--- config.mk ---
export PLATFORM = sky130hd
export DESIGN_NAME = pc_fetch_unit
export DESIGN_NICKNAME = d
export VERILOG_FILES = /design/src/rtl/cpu_pkg.sv /design/src/rtl/next_pc_mux.sv /design/src/rtl/pc_fetch_unit.sv
export SDC_FILE = /design/constraint.sdc
export NUM_CORES = 1
export LEC_CHECK = 0
export BUFFER_PORTS_ARGS = -buffer_cell sky130_fd_sc_hd__buf_2
export CORE_MARGIN = 1.5
export CORE_UTILIZATION = 30
export DETAILED_ROUTE_END_ITERATION = 16
export PLACE_DENSITY = 0.56
export SETUP_SLACK_MARGIN = 0.3
export SYNTH_ARGS = -nofsm -noshare
export SYNTH_HDL_FRONTEND = slang
export SYNTH_SLANG_ARGS = --single-unit
--- constraint.sdc ---
create_clock -name clk -period 2.55 [get_ports clk]
set_input_delay 0.1275 -clock clk [delete_from_list [all_inputs] [get_ports clk]]
set_output_delay 0.1275 -clock clk [all_outputs]
set_load 0.005 [all_outputs]
--- src/rtl/cpu_pkg.sv ---
// Shared definitions for the fetch front end: FSM encoding, reset vector
// default and the redirect-source select used by the next-PC mux.
package cpu_pkg;

  typedef enum logic [1:0] {
    S_BOOT  = 2'd0,
    S_FETCH = 2'd1,
    S_STALL = 2'd2
  } fetch_state_e;

  localparam logic [31:0] RESET_VECTOR_DEF = 32'h0000_3000;

  typedef enum logic [1:0] {
    SEL_NONE = 2'd0,
    SEL_BR   = 2'd1,
    SEL_JUMP = 2'd2,
    SEL_JR   = 2'd3
  } redir_sel_e;

  function automatic logic [31:0] jump_target(input logic [31:0] pc4,
                                              input logic [25:0] idx);
    return {pc4[31:28], idx, 2'b00};
  endfunction

endpackage

--- src/rtl/next_pc_mux.sv ---
// Redirect target formation with jr > jump > branch priority.
// Purely combinational; the fetch unit decides when the target is used.
module next_pc_mux
  import cpu_pkg::*;
(
  input  logic [31:0] redir_pc4,
  input  logic        br_taken,
  input  logic [31:0] br_off_sh,
  input  logic        jump,
  input  logic [25:0] jump_index,
  input  logic        jr,
  input  logic [31:0] jr_target,
  output logic [31:0] target,
  output logic        redirect,
  output logic        jr_misaligned
);

  redir_sel_e sel;

  always_comb begin
    sel = SEL_NONE;
    if (jr)            sel = SEL_JR;
    else if (jump)     sel = SEL_JUMP;
    else if (br_taken) sel = SEL_BR;
  end

  always_comb begin
    target = '0;
    case (sel)
      SEL_JR:   target = {jr_target[31:2], 2'b00};
      SEL_JUMP: target = jump_target(redir_pc4, jump_index);
      SEL_BR:   target = redir_pc4 + br_off_sh;
      default:  target = '0;
    endcase
  end

  assign redirect      = (sel != SEL_NONE);
  assign jr_misaligned = jr && (jr_target[1:0] != 2'b00);

endmodule

--- src/rtl/pc_fetch_unit.sv ---
// PC register and fetch FSM: drives the imem request, records pending
// redirects while the memory is busy and squashes wrong-path fetches.
module pc_fetch_unit
  import cpu_pkg::*;
#(
  parameter logic [31:0] RESET_VECTOR = RESET_VECTOR_DEF
) (
  input  logic        clk,
  input  logic        rst_n,
  input  logic        stall,
  input  logic        imem_ready,
  input  logic [31:0] redir_pc4,
  input  logic        br_taken,
  input  logic [31:0] br_off_sh,
  input  logic        jump,
  input  logic [25:0] jump_index,
  input  logic        jr,
  input  logic [31:0] jr_target,
  output logic        imem_req,
  output logic [31:0] imem_addr,
  output logic [31:0] pc,
  output logic [31:0] pc_plus4,
  output logic        fetch_valid,
  output logic [31:0] fetch_pc,
  output logic        addr_err
);

  fetch_state_e state_q;
  logic [31:0]  pc_q, pc_d;
  logic [31:0]  pend_target_q;
  logic         pend_valid_q;
  logic         fetch_valid_q;
  logic [31:0]  fetch_pc_q;
  logic         addr_err_q;

  logic [31:0]  target;
  logic         redirect;
  logic         jr_misaligned;
  logic         accept;
  logic         wrong_path;

  next_pc_mux u_mux (
    .redir_pc4     (redir_pc4),
    .br_taken      (br_taken),
    .br_off_sh     (br_off_sh),
    .jump          (jump),
    .jump_index    (jump_index),
    .jr            (jr),
    .jr_target     (jr_target),
    .target        (target),
    .redirect      (redirect),
    .jr_misaligned (jr_misaligned)
  );

  assign pc_plus4   = pc_q + 32'd4;
  assign accept     = (state_q == S_FETCH) && imem_ready;
  assign wrong_path = redirect || pend_valid_q;

  // A redirect on the accept cycle beats an older pending one (newest wins).
  always_comb begin
    pc_d = pc_plus4;
    if (redirect)          pc_d = target;
    else if (pend_valid_q) pc_d = pend_target_q;
  end

  always_ff @(posedge clk) begin
    if (!rst_n) begin
      state_q       <= S_BOOT;
      pc_q          <= RESET_VECTOR;
      pend_valid_q  <= 1'b0;
      pend_target_q <= '0;
      fetch_valid_q <= 1'b0;
      fetch_pc_q    <= '0;
      addr_err_q    <= 1'b0;
    end else begin
      fetch_valid_q <= 1'b0;
      if (jr_misaligned) addr_err_q <= 1'b1;
      case (state_q)
        S_BOOT: state_q <= S_FETCH;
        S_FETCH: begin
          if (accept) begin
            pc_q         <= pc_d;
            pend_valid_q <= 1'b0;
            if (!wrong_path) begin
              fetch_valid_q <= 1'b1;
              fetch_pc_q    <= pc_q;
            end
            state_q <= stall ? S_STALL : S_FETCH;
          end else if (redirect) begin
            pend_valid_q  <= 1'b1;
            pend_target_q <= target;
          end
        end
        S_STALL: begin
          if (redirect) begin
            pc_q         <= target;
            pend_valid_q <= 1'b0;
          end
          if (!stall) state_q <= S_FETCH;
        end
        default: state_q <= S_BOOT;
      endcase
    end
  end

  assign imem_req    = (state_q == S_FETCH);
  assign imem_addr   = pc_q;
  assign pc          = pc_q;
  assign fetch_valid = fetch_valid_q;
  assign fetch_pc    = fetch_pc_q;
  assign addr_err    = addr_err_q;

endmodule

Word level (Yosys, flattened, before mapping)
Index checks and enable logic that the tools add are counted.
- flip-flop bits (word level): 101
- input port bits: 129
- output and inout bits: 131
- logic and storage cells: 51
- add/sub/neg operators: 2
- equal/unequal tests: 9
- mux-type cells: 18
- bitwise logic cells: 2
- reduce and logical (&&, ||, !) cells: 13
- operators with widths (operator ; number):
    $mux 32 ; 4
    $pmux 32 s3 ; 1
    $pmux 32 s2 ; 1
    $add 32x3->32 const B ; 1
    $add 32x32->32 ; 1
    $reduce_and 3->1 ; 5
    $mux 2 ; 5
    $eq 2x2->1 const B ; 3
    $pmux 2 s3 ; 1
    $reduce_bool 2->1 ; 3
    $mux 1 ; 5
    $eq 2x1->1 const B ; 2
    $ne 2x2->1 const B ; 2
    $ne 3x1->1 const B ; 1
    $logic_and 1x1->1 ; 2
    $logic_not 2->1 ; 1
    $ne 2x1->1 const B ; 1
    $not 1->1 ; 2
    $pmux 1 s2 ; 1
    $reduce_and 2->1 ; 1
    $logic_or 1x1->1 ; 1

Depth between registers and ports, before layout
- depth in word-level cells: 8
- mapped depth: 12
- depth with buffers taken out: 12

By module
A second synthesis with hierarchy kept.
- cells, all modules: 1024
- area, all modules: 7571.0 µm²
- modules (own cells, without submodules) (module ; instances ; cells each ; area an instance (µm²) ; sequential area each (µm²)):
    pc_fetch_unit ; 1 ; 698 ; 5330.1 ; 2021.9
    next_pc_mux ; 1 ; 326 ; 2240.9 ; 0.0

Worst setup path before layout
OpenSTA, ideal clock, no wires.
- path type: input to register
- start point: input redir_pc4[0]
- end point: register pc_q[22], in the netlist imem_addr[22]
- setup time: 134 ps
- data arrival time: 2239 ps
- data required time: 2416 ps
- setup slack: 177 ps
- stages: 12
- buffers on the path: 0
- cells stage by stage: ha_1 inv_1 fa_1 nor2b_4 o31ai_1 a211o_1 a21oi_2 o31a_4 a31oi_4 xnor2_1 a222oi_1 a21oi_1
- word-level cells in the longest chain between the ends: 5
- elaborated cells between the ends (all ways): 6
- those cells by class: add/sub (1); mux (5)
- RTL lines (item ; RTL line ; text):
    start: declaration ; pc_fetch_unit.sv:12 ; input logic [31:0] redir_pc4,
    $add 32x32->32 (*) ; next_pc_mux.sv:32 ; SEL_BR: target = redir_pc4 + br_off_sh;
    $pmux 32 s3 (*) ; next_pc_mux.sv:29 ; case (sel)
    $mux 32 ; pc_fetch_unit.sv:62 ; if (redirect) pc_d = target;
    $mux 32 ; pc_fetch_unit.sv:81 ; if (accept) begin
    $pmux 32 s2 (*) ; pc_fetch_unit.sv:78 ; case (state_q)
    end signal: assignment ; pc_fetch_unit.sv:82 ; pc_q <= pc_d;
    end signal: assignment ; pc_fetch_unit.sv:96 ; pc_q <= target;
    end: declaration ; pc_fetch_unit.sv:29 ; logic [31:0] pc_q, pc_d;
Every way passes the cells marked *; elsewhere a longest branch is shown, timed or not. The select of a mux whose other input is x is not followed.
A chain may end at the register's enable or synchronous reset.

Worst setup path after layout
- start point: register pc_q[2], in the netlist imem_addr[2]
- end point: output pc_plus4[29]
- word-level cells in the longest chain between the ends: 1
- RTL lines (item ; RTL line ; text):
    $add 32x3->32 ; pc_fetch_unit.sv:55 ; assign pc_plus4 = pc_q + 32'd4;
    end: declaration ; pc_fetch_unit.sv:22 ; output logic [31:0] pc_plus4,
No other way between the ends.

==> flow_metrics.tcl <==
set metrics [dict create \
    outcome "finished clean" \
    vias 7717 \
    synthAdderAreaFrac_pct 6.87 \
    grt_max_degree 61 \
    synth.distinct_cells 66 \
    worst-path-buf-inv 2 \
    grt_pass1_vias 7012 \
    drtAntennaViolNets 0 \
    critPathKind "reg2out" \
    insertion_delay_ps 350 \
    ios 260 \
    rows 55 \
    htree_levels 3 \
    die_area_um2 23700 \
    synth_top_family_by_area "compound AO/OA/AOI/OAI gates" \
    final_common_cell "buf_2" \
    routedWlPerCell_um 17.8 \
    overflow 0 \
    muxShareOfSynthArea_pct 0.585 \
    cp_data_arrival_time_ps 2210 \
    hold_viol 0 \
    hp-class "in2reg" \
    tightest_slew_ps 713 \
    die_h_um 154 \
    cts_buffers 9 \
    synthSimpleGateAreaFrac_pct 17.9 \
    gp_routability_congestion 0.898 \
    maxSlewHeadroom_pct 52.5 \
    most-common-layout-cells "buf_2 (253), nand2_1 (136), buf_4 (101)" \
    multi_input_area_um2 4830 \
    clock_sinks 101 \
    ir_drop_mv 0.386 \
    synth-warning-count 0 \
    fin_crit_sh_pct 91.7 \
    fin_util_pct 43.6 \
    initial_core_util_pct 30.4 \
    cp_top_family "simple AND/OR/NAND/NOR gates" \
    drt-total-wl_mm 26.1 \
    syn_nets 1052 \
    synth-main-ff-cell "dfxtp_1" \
    fill_cells 2278 \
    io_buffers 259 \
    min_period_ps 2340 \
    max_stage_delay_ps 500 \
    fin_skew_ps 10.9 \
    whs_path_depth 3 \
    cp_slowest_cell "or3_4" \
    final-setup-viol-count 0 \
    seq_area_frac_synth_pct 29.5 \
    viasPerCell 5.26 \
    max_cap_violations 0 \
    grt.total_usage_pct 21.3 \
    total_power_uw 5180 \
    critPathLaunchType "flop" \
    syn_inst 886 \
    syn_area_per_cell_um2 7.73 \
    hold-worst-slack_ps 48.9 \
    antenna_found_initial 4 \
    synth_compound_area_share_pct 30.4 \
    regArea_um2 2050 \
    dp_hpwl_mm 19.6 \
    clk_path_buf_depth 2 \
    area_growth_pct 43.3 \
    drcViolationCount 0 \
    first_iter_violations 599 \
    rsz0062_at_grt "true" \
    grt_pass1_wl_mm 40.0 \
    netlist_area_um2 6850 \
    timing.final.max_slew_violations 0 \
    root_buffer "clkbuf_16" \
    synth_async_sr_flop_share_pct 0 \
    synth-xor-area-share_pct 6.65 \
    synth-seq-cells 101 \
    fmax_ghz 0.428 \
    nets 1343 \
    static-leakage-power_uw 0.00441 \
    dr.pass1.iters 6 \
    crit_required_ps 2420 \
    synth_edf_count 0 \
    holdBufCountCts 0 \
    fin_setup_tns_ps 0 \
    cts_tree "built" \
    fin_area_um2 9810 \
    core_region_area_um2 22500 \
    post_dp_cell_area_um2 8690 \
    die_w_um 154 \
    path_cells "buf_6, nand2_4, nor3_4, nand4_1, or3_4, nor2_4, xor2_2, buf_2" \
    critPathMaxFanout 3 \
    cts.clk_slew.worst_paths_ps 70 \
    crit_cells 8 \
    power_density_nw_per_um2 528 \
    endpoint_kind "primary output" \
    layout-drive-gt1-share_pct 41.0 \
    r2r_cells 12 \
]
==> sequential cells by signal, summed over array words and instances, names as in the netlist <==
| signal | flops |
|---|---|
| fetch_pc | 32 |
| pend_valid_q | 1 |
| fetch_valid | 1 |
| imem_addr | 32 |
| addr_err | 1 |
| pend_target_q | 32 |
| state_q | 2 |
==> path summary, 6_finish.rpt <==
check | to | slack (ps) | startpoint
setup / recovery | pc_plus4[29] | 210 | imem_addr[2]
hold / removal | pend_target_q[12] | 50 | jr_target[12]
setup reg to reg | imem_addr[21] | 320 | imem_addr[2]
hold reg to reg | addr_err | 450 | addr_err
==> worst min-delay path, delay by kind of cell <==
| kind | cells | cell delay (ps) |
|---|---|---|
| buffers and inverters | 1 | 110 |
| AO/OA/AOI/OAI | 1 | 70 |
| AND/OR/NAND/NOR | 1 | 50 |
==> layer usage <==
metal / vias up / global-route usage, % / share of wire, %
met4: 2 / 3.51 / 0.75
met2: 271 / 33.7 / 45
li1: 3790 / - / -
met5: - / 0.207 / 0.050
met1: 3641 / 30.2 / 47
met3: 13 / 4.20 / 7.0
==> cells by family after synthesis <==
kind of cell	after synthesis
buffers and inverters	110
muxes	4
xor gates and xnor gates	52
adders and majority gates	37
and+or+nand+nor	272
AOI/OAI and AO/OA	310
DFF	101
==> report_power, final <==
group / internal, µW / switching (µW) / total, µW / leakage (µW)
Combinational: 909 / 1030 / 1940 / 0.00345
Clock: 761 / 639 / 1400 / 0.000131
Sequential: 1710 / 133 / 1840 / 0.000830
Total: 3380 / 1800 / 5180 / 0.00441
==> through the flow <==
stage	setup WS [ps]	instances
CTS	190	1452
global placement	-334	1418
detailed placement	-293	1418
global route	116	1466
floorplan	304	886
finish	211	1468
==> cell usage after synthesis, types with 12 or more instances <==
cell type / number / share of area (%)
clkbuf_1: 45 / 2.5
o21ai_0: 58 / 4.2
nand2_1: 138 / 7.6
buf_4: 34 / 3.7
a31oi_1: 12 / 1.1
inv_1: 22 / 1.2
nand3_1: 22 / 1.6
nor2_1: 49 / 2.7
a211oi_1: 17 / 1.9
a21oi_1: 94 / 6.9
xnor2_1: 34 / 4.3
a221oi_1: 30 / 3.8
a222oi_1: 13 / 1.9
ha_1: 36 / 6.6
a21o_1: 19 / 2.1
dfxtp_1: 101 / 30
xor2_1: 18 / 2.3
==> timing repair <==
item / CTS / global route
pin swaps: 20 / 46
resized for setup: 48 / 66
setup buffers: 19 / 14
endpoints found under the setup margin: 27 / 46
==> cell type report <==
cell class	instances	share of cell area, %
diodes	2	0.0510
clock inverters	5	0.625
repair buffers	367	22.4
multi-input cells	675	49.2
inverters	23	0.880
well taps	285	3.63
clock buffers	10	2.33
flip-flops and latches	101	20.9
No activity file was read; power rests on OpenSTA's default activity.
